$ cat config.mk
export PLATFORM = sky130hd
export DESIGN_NAME = ula_lo_seq
export DESIGN_NICKNAME = d
export VERILOG_FILES = /design/src/rtl/ula_pkg.sv /design/src/rtl/ula_lo_shift1.sv /design/src/rtl/ula_lo_seq.sv
export SDC_FILE = /design/constraint.sdc
export NUM_CORES = 1
export LEC_CHECK = 0
export CELL_PAD_IN_SITES_DETAIL_PLACEMENT = 0
export CELL_PAD_IN_SITES_GLOBAL_PLACEMENT = 1
export CORE_ASPECT_RATIO = 0.5
export CORE_UTILIZATION = 45
export DETAILED_ROUTE_END_ITERATION = 12
export GPL_TIMING_DRIVEN = 0
export PLACE_DENSITY = 0.93
export SETUP_SLACK_MARGIN = 0.2
export SLEW_MARGIN = 20
export SYNTH_ARGS = -nofsm -noshare
export SYNTH_HDL_FRONTEND = slang
export SYNTH_SLANG_ARGS = --single-unit
$ cat constraint.sdc
create_clock -name clk -period 3.7 [get_ports clk]
set_input_delay 0.555 -clock clk [delete_from_list [all_inputs] [get_ports clk]]
set_output_delay 0.555 -clock clk [all_outputs]
set_load 0.005 [all_outputs]
$ cat src/rtl/ula_pkg.sv
// ula_pkg: shared types for the sequential logic/shift ALU.
//   op_e        - every 5-bit opcode the unit decodes (other codes are undefined)
//   state_e     - control FSM states
//   is_shift_op - true for the iterative shift/rotate opcodes
package ula_pkg;

    typedef enum logic [4:0] {
        OP_LSL    = 5'b01000,
        OP_ASR    = 5'b01001,
        OP_LSR    = 5'b01010,
        OP_ROL    = 5'b01011,
        OP_ROR    = 5'b01100,
        OP_ZERO   = 5'b10000,
        OP_AND    = 5'b10001,
        OP_NA_B   = 5'b10010,
        OP_B      = 5'b10011,
        OP_A_NB   = 5'b10100,
        OP_A      = 5'b10101,
        OP_XOR    = 5'b10110,
        OP_OR     = 5'b10111,
        OP_NOR    = 5'b11000,
        OP_XNOR   = 5'b11001,
        OP_NA     = 5'b11010,
        OP_NA_OR  = 5'b11011,
        OP_NB     = 5'b11100,
        OP_A_ORNB = 5'b11101,
        OP_NAND   = 5'b11110,
        OP_ONE    = 5'b11111
    } op_e;

    typedef enum logic [1:0] {
        IDLE,
        SHIFT,
        EXEC,
        HOLD
    } state_e;

    function automatic logic is_shift_op(input logic [4:0] op);
        return (op == OP_LSL) || (op == OP_ASR) || (op == OP_LSR) ||
               (op == OP_ROL) || (op == OP_ROR);
    endfunction

endpackage

$ cat src/rtl/ula_lo_shift1.sv
// ula_lo_shift1: combinational single-position shifter/rotator.
//   op   - shift opcode selecting LSL/ASR/LSR/ROL/ROR
//   din  - value before the step
//   dout - value after one bit position of shift/rotate
//   bout - bit that left the word (or wrapped around) during this step
module ula_lo_shift1
    import ula_pkg::*;
#(
    parameter int BITS = 16
) (
    input  logic [4:0]      op,
    input  logic [BITS-1:0] din,
    output logic [BITS-1:0] dout,
    output logic            bout
);

    always_comb begin
        dout = din;
        bout = 1'b0;
        case (op)
            OP_LSL: begin
                dout = {din[BITS-2:0], 1'b0};
                bout = din[BITS-1];
            end
            OP_ASR: begin
                dout = {din[BITS-1], din[BITS-1:1]};
                bout = din[0];
            end
            OP_LSR: begin
                dout = {1'b0, din[BITS-1:1]};
                bout = din[0];
            end
            OP_ROL: begin
                dout = {din[BITS-2:0], din[BITS-1]};
                bout = din[BITS-1];
            end
            OP_ROR: begin
                dout = {din[0], din[BITS-1:1]};
                bout = din[0];
            end
            default: begin
                dout = din;
                bout = 1'b0;
            end
        endcase
    end

endmodule

$ cat src/rtl/ula_lo_seq.sv
// ula_lo_seq: sequential logic ALU with iterative shifts/rotates and O/C/S/Z flags.
//   clk, reset          - clock, synchronous active-high reset
//   in_valid/in_ready   - request handshake (in_ready high only when idle)
//   A, B, SH, OP        - operands, shift amount, opcode (latched on accept)
//   out_valid/out_ready - result handshake; RESU and flags hold until retired
//   RESU, O, C, S, Z    - result and overflow/carry/sign/zero flags
module ula_lo_seq
    import ula_pkg::*;
#(
    parameter int BITS = 16,
    parameter int SHW  = $clog2(BITS)
) (
    input  logic            clk,
    input  logic            reset,
    input  logic            in_valid,
    output logic            in_ready,
    input  logic [BITS-1:0] A,
    input  logic [BITS-1:0] B,
    input  logic [SHW-1:0]  SH,
    input  logic [4:0]      OP,
    output logic            out_valid,
    input  logic            out_ready,
    output logic [BITS-1:0] RESU,
    output logic            O,
    output logic            C,
    output logic            S,
    output logic            Z
);

    state_e          state_q, state_d;
    op_e             op_q;
    logic [BITS-1:0] a_q, b_q;
    logic [SHW-1:0]  cnt_q;
    logic            ovf_q, cout_q;

    logic [BITS-1:0] resu_q;
    logic            o_q, c_q, s_q, z_q;

    logic [BITS-1:0] step_val;
    logic            step_bit;
    logic            step_msb_chg;

    logic [BITS-1:0] exec_res;
    logic            exec_o, exec_c, exec_s, exec_z;
    logic            exec_known;

    // a_q doubles as the shift working register; the step always acts on it.
    ula_lo_shift1 #(.BITS(BITS)) u_step (
        .op   (op_q),
        .din  (a_q),
        .dout (step_val),
        .bout (step_bit)
    );

    assign step_msb_chg = (op_q == OP_LSL) && (step_val[BITS-1] != a_q[BITS-1]);

    assign in_ready  = (state_q == IDLE);
    assign out_valid = (state_q == HOLD);
    assign RESU      = resu_q;
    assign O         = o_q;
    assign C         = c_q;
    assign S         = s_q;
    assign Z         = z_q;

    // SHIFT performs SH-1 steps and EXEC performs the last one, so a shift
    // costs SH+1 cycles including the accept cycle. SH=1 therefore needs no
    // SHIFT cycle and goes straight to EXEC.
    always_comb begin
        state_d = state_q;
        case (state_q)
            IDLE: begin
                if (in_valid) begin
                    if (is_shift_op(OP) && (SH > SHW'(1))) state_d = SHIFT;
                    else                                   state_d = EXEC;
                end
            end
            SHIFT: begin
                if (cnt_q == SHW'(2)) state_d = EXEC;
            end
            EXEC: state_d = HOLD;
            HOLD: begin
                if (out_ready) state_d = IDLE;
            end
            default: state_d = IDLE;
        endcase
    end

    always_comb begin
        exec_res   = '0;
        exec_o     = 1'b0;
        exec_c     = 1'b0;
        exec_s     = 1'b0;
        exec_z     = 1'b0;
        exec_known = 1'b1;
        if (is_shift_op(op_q)) begin
            exec_res = a_q;
            exec_c   = cout_q;
            exec_o   = ovf_q;
            if (cnt_q != '0) begin
                exec_res = step_val;
                exec_c   = step_bit;
                exec_o   = ovf_q | step_msb_chg;
            end
            exec_z = (exec_res == '0);
            exec_s = exec_res[BITS-1];
        end else begin
            case (op_q)
                OP_ZERO:   exec_res = '0;
                OP_AND:    exec_res = a_q & b_q;
                OP_NA_B:   exec_res = ~a_q & b_q;
                OP_B:      exec_res = b_q;
                OP_A_NB:   exec_res = a_q & ~b_q;
                OP_A:      exec_res = a_q;
                OP_XOR:    exec_res = a_q ^ b_q;
                OP_OR:     exec_res = a_q | b_q;
                OP_NOR:    exec_res = ~a_q & ~b_q;
                OP_XNOR:   exec_res = ~(a_q ^ b_q);
                OP_NA:     exec_res = ~a_q;
                OP_NA_OR:  exec_res = ~a_q | b_q;
                OP_NB:     exec_res = ~b_q;
                OP_A_ORNB: exec_res = a_q | ~b_q;
                OP_NAND:   exec_res = ~a_q | ~b_q;
                OP_ONE:    exec_res = '1;
                default: begin
                    exec_res   = '0;
                    exec_known = 1'b0;
                end
            endcase
            if (exec_known) begin
                exec_z = (exec_res == '0);
                exec_s = exec_res[BITS-1];
            end
            // Pass-through B and the all-ones constant never report Z or S.
            if (op_q == OP_B || op_q == OP_ONE) begin
                exec_z = 1'b0;
                exec_s = 1'b0;
            end
        end
    end

    always_ff @(posedge clk) begin
        if (reset) begin
            state_q <= IDLE;
            op_q    <= OP_ZERO;
            a_q     <= '0;
            b_q     <= '0;
            cnt_q   <= '0;
            ovf_q   <= 1'b0;
            cout_q  <= 1'b0;
            resu_q  <= '0;
            o_q     <= 1'b0;
            c_q     <= 1'b0;
            s_q     <= 1'b0;
            z_q     <= 1'b0;
        end else begin
            state_q <= state_d;
            case (state_q)
                IDLE: begin
                    if (in_valid) begin
                        op_q   <= op_e'(OP);
                        a_q    <= A;
                        b_q    <= B;
                        cnt_q  <= SH;
                        ovf_q  <= 1'b0;
                        cout_q <= 1'b0;
                    end
                end
                SHIFT: begin
                    a_q    <= step_val;
                    cout_q <= step_bit;
                    ovf_q  <= ovf_q | step_msb_chg;
                    cnt_q  <= cnt_q - SHW'(1);
                end
                EXEC: begin
                    resu_q <= exec_res;
                    o_q    <= exec_o;
                    c_q    <= exec_c;
                    s_q    <= exec_s;
                    z_q    <= exec_z;
                    cnt_q  <= '0;
                end
                default: ;
            endcase
        end
    end

endmodule
==> flow_summary.json, run 1 <==
{
  "synth_warnings": 0,
  "dr.pass1.iters": 7,
  "cts-htree-levels": 3,
  "leakage_nw": 2.48,
  "synthDistinctLibCells": 88,
  "reg2reg_depth": 9,
  "dp_hpwl_um": 22000,
  "grt_max_degree": 13,
  "setup.worst_path.start_class": "flop",
  "synth_top_area_share_pct": 21.1,
  "grt_pass1_wl_um": 44500,
  "post_cts_buffers": 0,
  "cts_tree": "done",
  "grt_overflow_total": 0,
  "synth_edf_count": 0,
  "synth_area_leaders": "dfxtp_1 21%, nor2_1 7.0%, a21oi_1 5.6%",
  "root_buffer": "clkbuf_16",
  "end_kind": "flop",
  "vias": 8104,
  "instances_no_fill": 1135,
  "die_height_um": 84.7,
  "syn_to_final_growth_pct": 19.3,
  "drtIter0Drc": 1472,
  "synth_seq_cells": 65,
  "path_cells": "buf_6 > inv_1 > clkbuf_1 > nor4_1 > a211oi_1 > nor3_1 > nor4b_1 > nand4b_1 > o31ai_1",
  "wire_per_inst_um": 26.5,
  "maxCapViolations": 0,
  "routabilityCongestion": 1.16,
  "start_util_pct": 47.4,
  "clock_latency_ns": 0.35,
  "numCtsBuffers": 9,
  "clock_sinks": 65,
  "yosysMostFrequentCell": "nor2_1",
  "slowest_stage": "nor4b_1",
  "ys_top_cells_by_count": "115 x nor2_1, 78 x nand2_1, 69 x a21oi_1, 65 x dfxtp_1, 54 x clkbuf_1",
  "drcViolationCount": 0,
  "drive_gt1_share_pct": 7.46,
  "finClkSkew_ns": 0.0103,
  "dieArea_um2": 14200,
  "cpPeakStageDelay_ns": 1.22,
  "ant_nets": 0,
  "hp-class": "flop to flop",
  "gr-usage-all-layers_pct": 42.2,
  "worst-slew-pin-transition_ns": 1.44,
  "io_pins": 67,
  "slew_viol_final": 0,
  "holdPathStages": 2,
  "seq_area_frac_synth_pct": 21.1,
  "post_cts_resized": 0,
  "rows": 29,
  "core_um2": 13000,
  "cp.arrival_ns": 3.91,
  "synth.avg_cell_area_um2": 6.96,
  "postCtsHoldBufs": 0,
  "fp.dieW_um": 167,
  "numPortBuffers": 66,
  "final_nets": 1014,
  "totalWireLength_um": 30000,
  "fin_crit_sh_pct": 99.8,
  "antenna_found_initial": 0,
  "outcome": "complete, no violations",
  "ys.flop_type": "dfxtp_1",
  "cellPowerDensity_nw_per_um2": 757,
  "path_class": "flop to flop",
  "critPathRequiredTime_ns": 3.91,
  "syn_area_um2": 6150,
  "critical_path.max_fanout": 10,
  "cts_buffer_depth": 2,
  "dp.cells": 1120,
  "clk_pin_slew_worst_paths_ns": 0.07,
  "hold_viol_final": 0,
  "finalCriticalPeriod_ns": 3.69,
  "fmax_mhz": 271,
  "async_flop_share_pct": 0,
  "grt_setup_unrepaired": "false",
  "antennaDiodeCount": 0,
  "peakVddDrop_uv": 395,
  "grt_pass1_vias": 7350,
  "setup_violations": 0,
  "viasPerCell": 7.14,
  "syn_inst": 884,
  "setup_tns_ns": 0,
  "syn-num-nets": 937,
  "slew-limit-headroom_pct": 2.98,
  "synth_top_cell_by_area": "dfxtp_1"
}
through the flow:
step                power (W)  setup WS (ns)  utilization, %  hold WS [ns]  area [µm²]
floorplan             0.00316           1.57               -         0.454        6150
global placement      0.00435          0.408            54.1         0.453        7030
detailed placement    0.00435          0.478            54.1         0.461        7030
CTS                   0.00532          0.428            56.5         0.470        7340
global route          0.00575          0.214            56.5         0.484        7340
finish                0.00556        0.00618            56.5         0.470        7340
cells by family after synthesis:
group | after synthesis | synth area share (%)
mux | 9 | 1.69
fa+ha+maj | 8 | 1.63
compound gates | 302 | 34.1
simple gates | 373 | 30.8
flops | 65 | 21.1
buf+inv | 119 | 9.41
xor+xnor | 8 | 1.26
metal layers:
| layer | part of all wire (%) | vias up | global-route usage (%) |
|---|---|---|---|
| met4 | 4.3 | 2 | 15.8 |
| met5 | 0.20 | - | 3.01 |
| met1 | 41 | 3748 | 57.2 |
| li1 | - | 3461 | - |
| met3 | 18 | 134 | 20.0 |
| met2 | 36 | 759 | 56.4 |
cell usage in the layout, fill, tap and decap left out, drive strengths merged, types with 8 or more instances in the layout:
master         Yosys  layout
a211oi            33      33
nor2b             16      16
a222oi            16      16
dfxtp             65      65
a31oi             17      17
clkdlybuf4s50      0      66
buf               43      43
inv               20      21
o22ai              8       8
nor4               9       9
clkbuf            54      63
o21ai             53      53
nand4              9       9
nor3              45      45
a32oi             12      12
ha                 8       8
nand2             78      78
nand3             17      17
a21oi             69      69
o221ai             8       8
nand3b             9       9
nand2b            16      16
nor2             115     115
mux2i              8       8
o2111ai           10      10
final cells by class:
class / instances / area, µm²
buffer: 97 / 497
clock buffer: 9 / 225
clock inverter: 6 / 91.3
fill: 1328 / 5650
inverter: 22 / 82.6
multi-input combinational: 700 / 4270
sequential: 65 / 1300
tap: 170 / 213
timing repair buffer: 66 / 661
report_power, final:
group          leakage, nW  internal [W]  switching (W)
clock                0.156      0.000590       0.000372
sequential           0.534      0.000920       0.000236
combinational         1.79       0.00115        0.00229
total                 2.48       0.00266        0.00290
final timing paths:
path	startpoint	endpoint	slack (ns)
min reg2reg	C	C	0.47
max reg2reg	op_q[0]	Z	0.006
min	C	C	0.47
max	op_q[0]	Z	0.006
critical path, delay by kind of cell, from the launching register on:
family          cells  cell delay [ns]
flops               1             0.35
simple gates        4             1.67
buf+inv             3             0.81
compound gates      2             0.71
sequential cells by signal (all words and copies together), names as in the netlist, 2 cells and up:
register,cells
RESU,16
a_q,16
b_q,16
cnt_q,4
op_q,5
state_q,2
Note: power is estimated with default switching activity, not from simulation.
==> run 2, diff against run 1 <==
CORE_UTILIZATION = 35   (was 45)
PLACE_DENSITY = 0.76   (was 0.93)
SKIP_CTS_REPAIR_TIMING = 1   (was unset)
==> flow_summary.json, run 2 (synthesis results as in run 1) <==
{
  "outcome": "complete, no violations",
  "seqPwrFrac_pct": 20.4,
  "wire_per_inst_um": 28.1,
  "critical_path.max_fanout": 10,
  "numCtsBuffers": 9,
  "rows": 33,
  "multi_input_area_um2": 4280,
  "place_area_um2": 7110,
  "setup_tns_ns": 0,
  "path_class": "flop to flop",
  "fp.dieW_um": 190,
  "switching_share_pct": 52.8,
  "clock_sinks": 65,
  "totalWireLength_um": 33500,
  "core_um2": 16800,
  "final_common_cell": "nor2_1",
  "pwr-share-clk_pct": 17.2,
  "setup_violations": 0,
  "grt_setup_unrepaired": "false",
  "antennaDiodeCount": 0,
  "final_util_pct": 44.3,
  "gr-usage-all-layers_pct": 37.5,
  "cts-htree-levels": 3,
  "grt_pass1_vias": 7340,
  "drcViolationCount": 0,
  "grt_max_degree": 13,
  "clock_latency_ns": 0.35,
  "root_buffer": "clkbuf_16",
  "worst-slew-pin-transition_ns": 1.14,
  "dr.pass1.iters": 6,
  "hold_viol_final": 0,
  "setup.worst_path.start_class": "flop",
  "hp-class": "flop to flop",
  "leakage_nw": 2.47,
  "critPathRequiredTime_ns": 3.90,
  "layout_common_cells": "115 x nor2_1, 78 x nand2_1, 69 x a21oi_1",
  "finalCriticalPeriod_ns": 3.38,
  "io_pins": 67,
  "final_nets": 1014,
  "drive_gt1_share_pct": 7.56,
  "start_util_pct": 36.7,
  "whs_ns": 0.468,
  "drtIter0Drc": 1201,
  "finClkSkew_ns": 0.00685,
  "p_sw_w": 0.00297,
  "maxCapViolations": 0,
  "regArea_um2": 1300,
  "p_int_w": 0.00266,
  "dp_hpwl_um": 25000,
  "antenna_found_initial": 0,
  "fill_cells": 1797,
  "end_kind": "flop",
  "vias": 7988,
  "slew_viol_final": 0,
  "numPortBuffers": 66,
  "slew-limit-headroom_pct": 24.1,
  "routabilityCongestion": 1.05,
  "grt_pass1_wl_um": 48600,
  "fin_crit_sh_pct": 91.3,
  "cp.arrival_ns": 3.57,
  "comb_power_share_pct": 62.4,
  "dieArea_um2": 18200,
  "die_height_um": 95.8,
  "cellPowerDensity_nw_per_um2": 759,
  "peakVddDrop_uv": 333,
  "clk_pin_slew_worst_paths_ns": 0.06,
  "grt_overflow_total": 0,
  "cts_tree": "done",
  "cts_buffer_depth": 2,
  "dp.cells": 1177,
  "instances_no_fill": 1192,
  "stdcell_area_um2": 7420,
  "ant_nets": 0,
  "viasPerCell": 6.70,
  "fmax_mhz": 296,
  "syn_to_final_growth_pct": 20.6
}
run 2: cell count changes in the layout (fill, tap and decap cells not counted):
cell | before | now
clkinvlp_4 | 0 | 2
clkinv_2 | 1 | 0
clkinv_4 | 2 | 1
nor4b_1 | 2 | 1
nor4b_2 | 0 | 1
run 2: final timing paths:
path              cells after the start  endpoint  startpoint  slack (ns)
setup / recovery                      9         Z     op_q[2]        0.32
hold / removal                        2         C           C        0.47
setup reg to reg                      9         Z     op_q[2]        0.32
hold reg to reg                       2         C           C        0.47
run 2: power groups by stage:
stage	clock, W	combinational, W	sequential, W
floorplan	0	0.00208	0.00108
global placement	0	0.00335	0.00115
detailed placement	0	0.00332	0.00115
CTS	0.000968	0.00334	0.00114
global route	0.00101	0.00370	0.00118
finish	0.000970	0.00351	0.00115
run 2: stage by stage:
| stage | setup WS [ns] | total power [W] |
|---|---|---|
| 6_report | 0.322 | 0.00564 |
| 3_5_place_dp | 0.667 | 0.00447 |
| 2_1_floorplan | 1.57 | 0.00316 |
| 4_1_cts | 0.608 | 0.00545 |
| 3_3_place_gp | 0.186 | 0.00450 |
| 5_1_grt | 0.344 | 0.00589 |
run 2: routing by layer:
layer	GRT usage, %	wire length (µm)	up-vias
met2	51.0	12600	599
met5	0	0	-
met4	12.4	1020	0
met3	16.7	4980	82
met1	51.5	14900	3843
li1	-	-	3464
run 2: area by class of cell:
cell class / count / share of cell area [%]
Buffer: 97 / 6.69
Clock buffer: 9 / 3.03
Clock inverter: 6 / 1.25
Inverter: 22 / 1.11
Multi-Input combinational cell: 700 / 57.7
Sequential cell: 65 / 17.5
Tap cell: 227 / 3.83
Timing Repair Buffer: 66 / 8.90
run 2: worst max-delay path: stages, from the launching register on:
cell	delay, ns
dfxtp_1	0.31
buf_6	0.13
buf_4	0.17
nand2_1	0.30
or2_0	0.54
o221a_1	0.28
o2111ai_1	0.45
nor4_1	0.42
nand4_1	0.13
o31ai_1	0.50
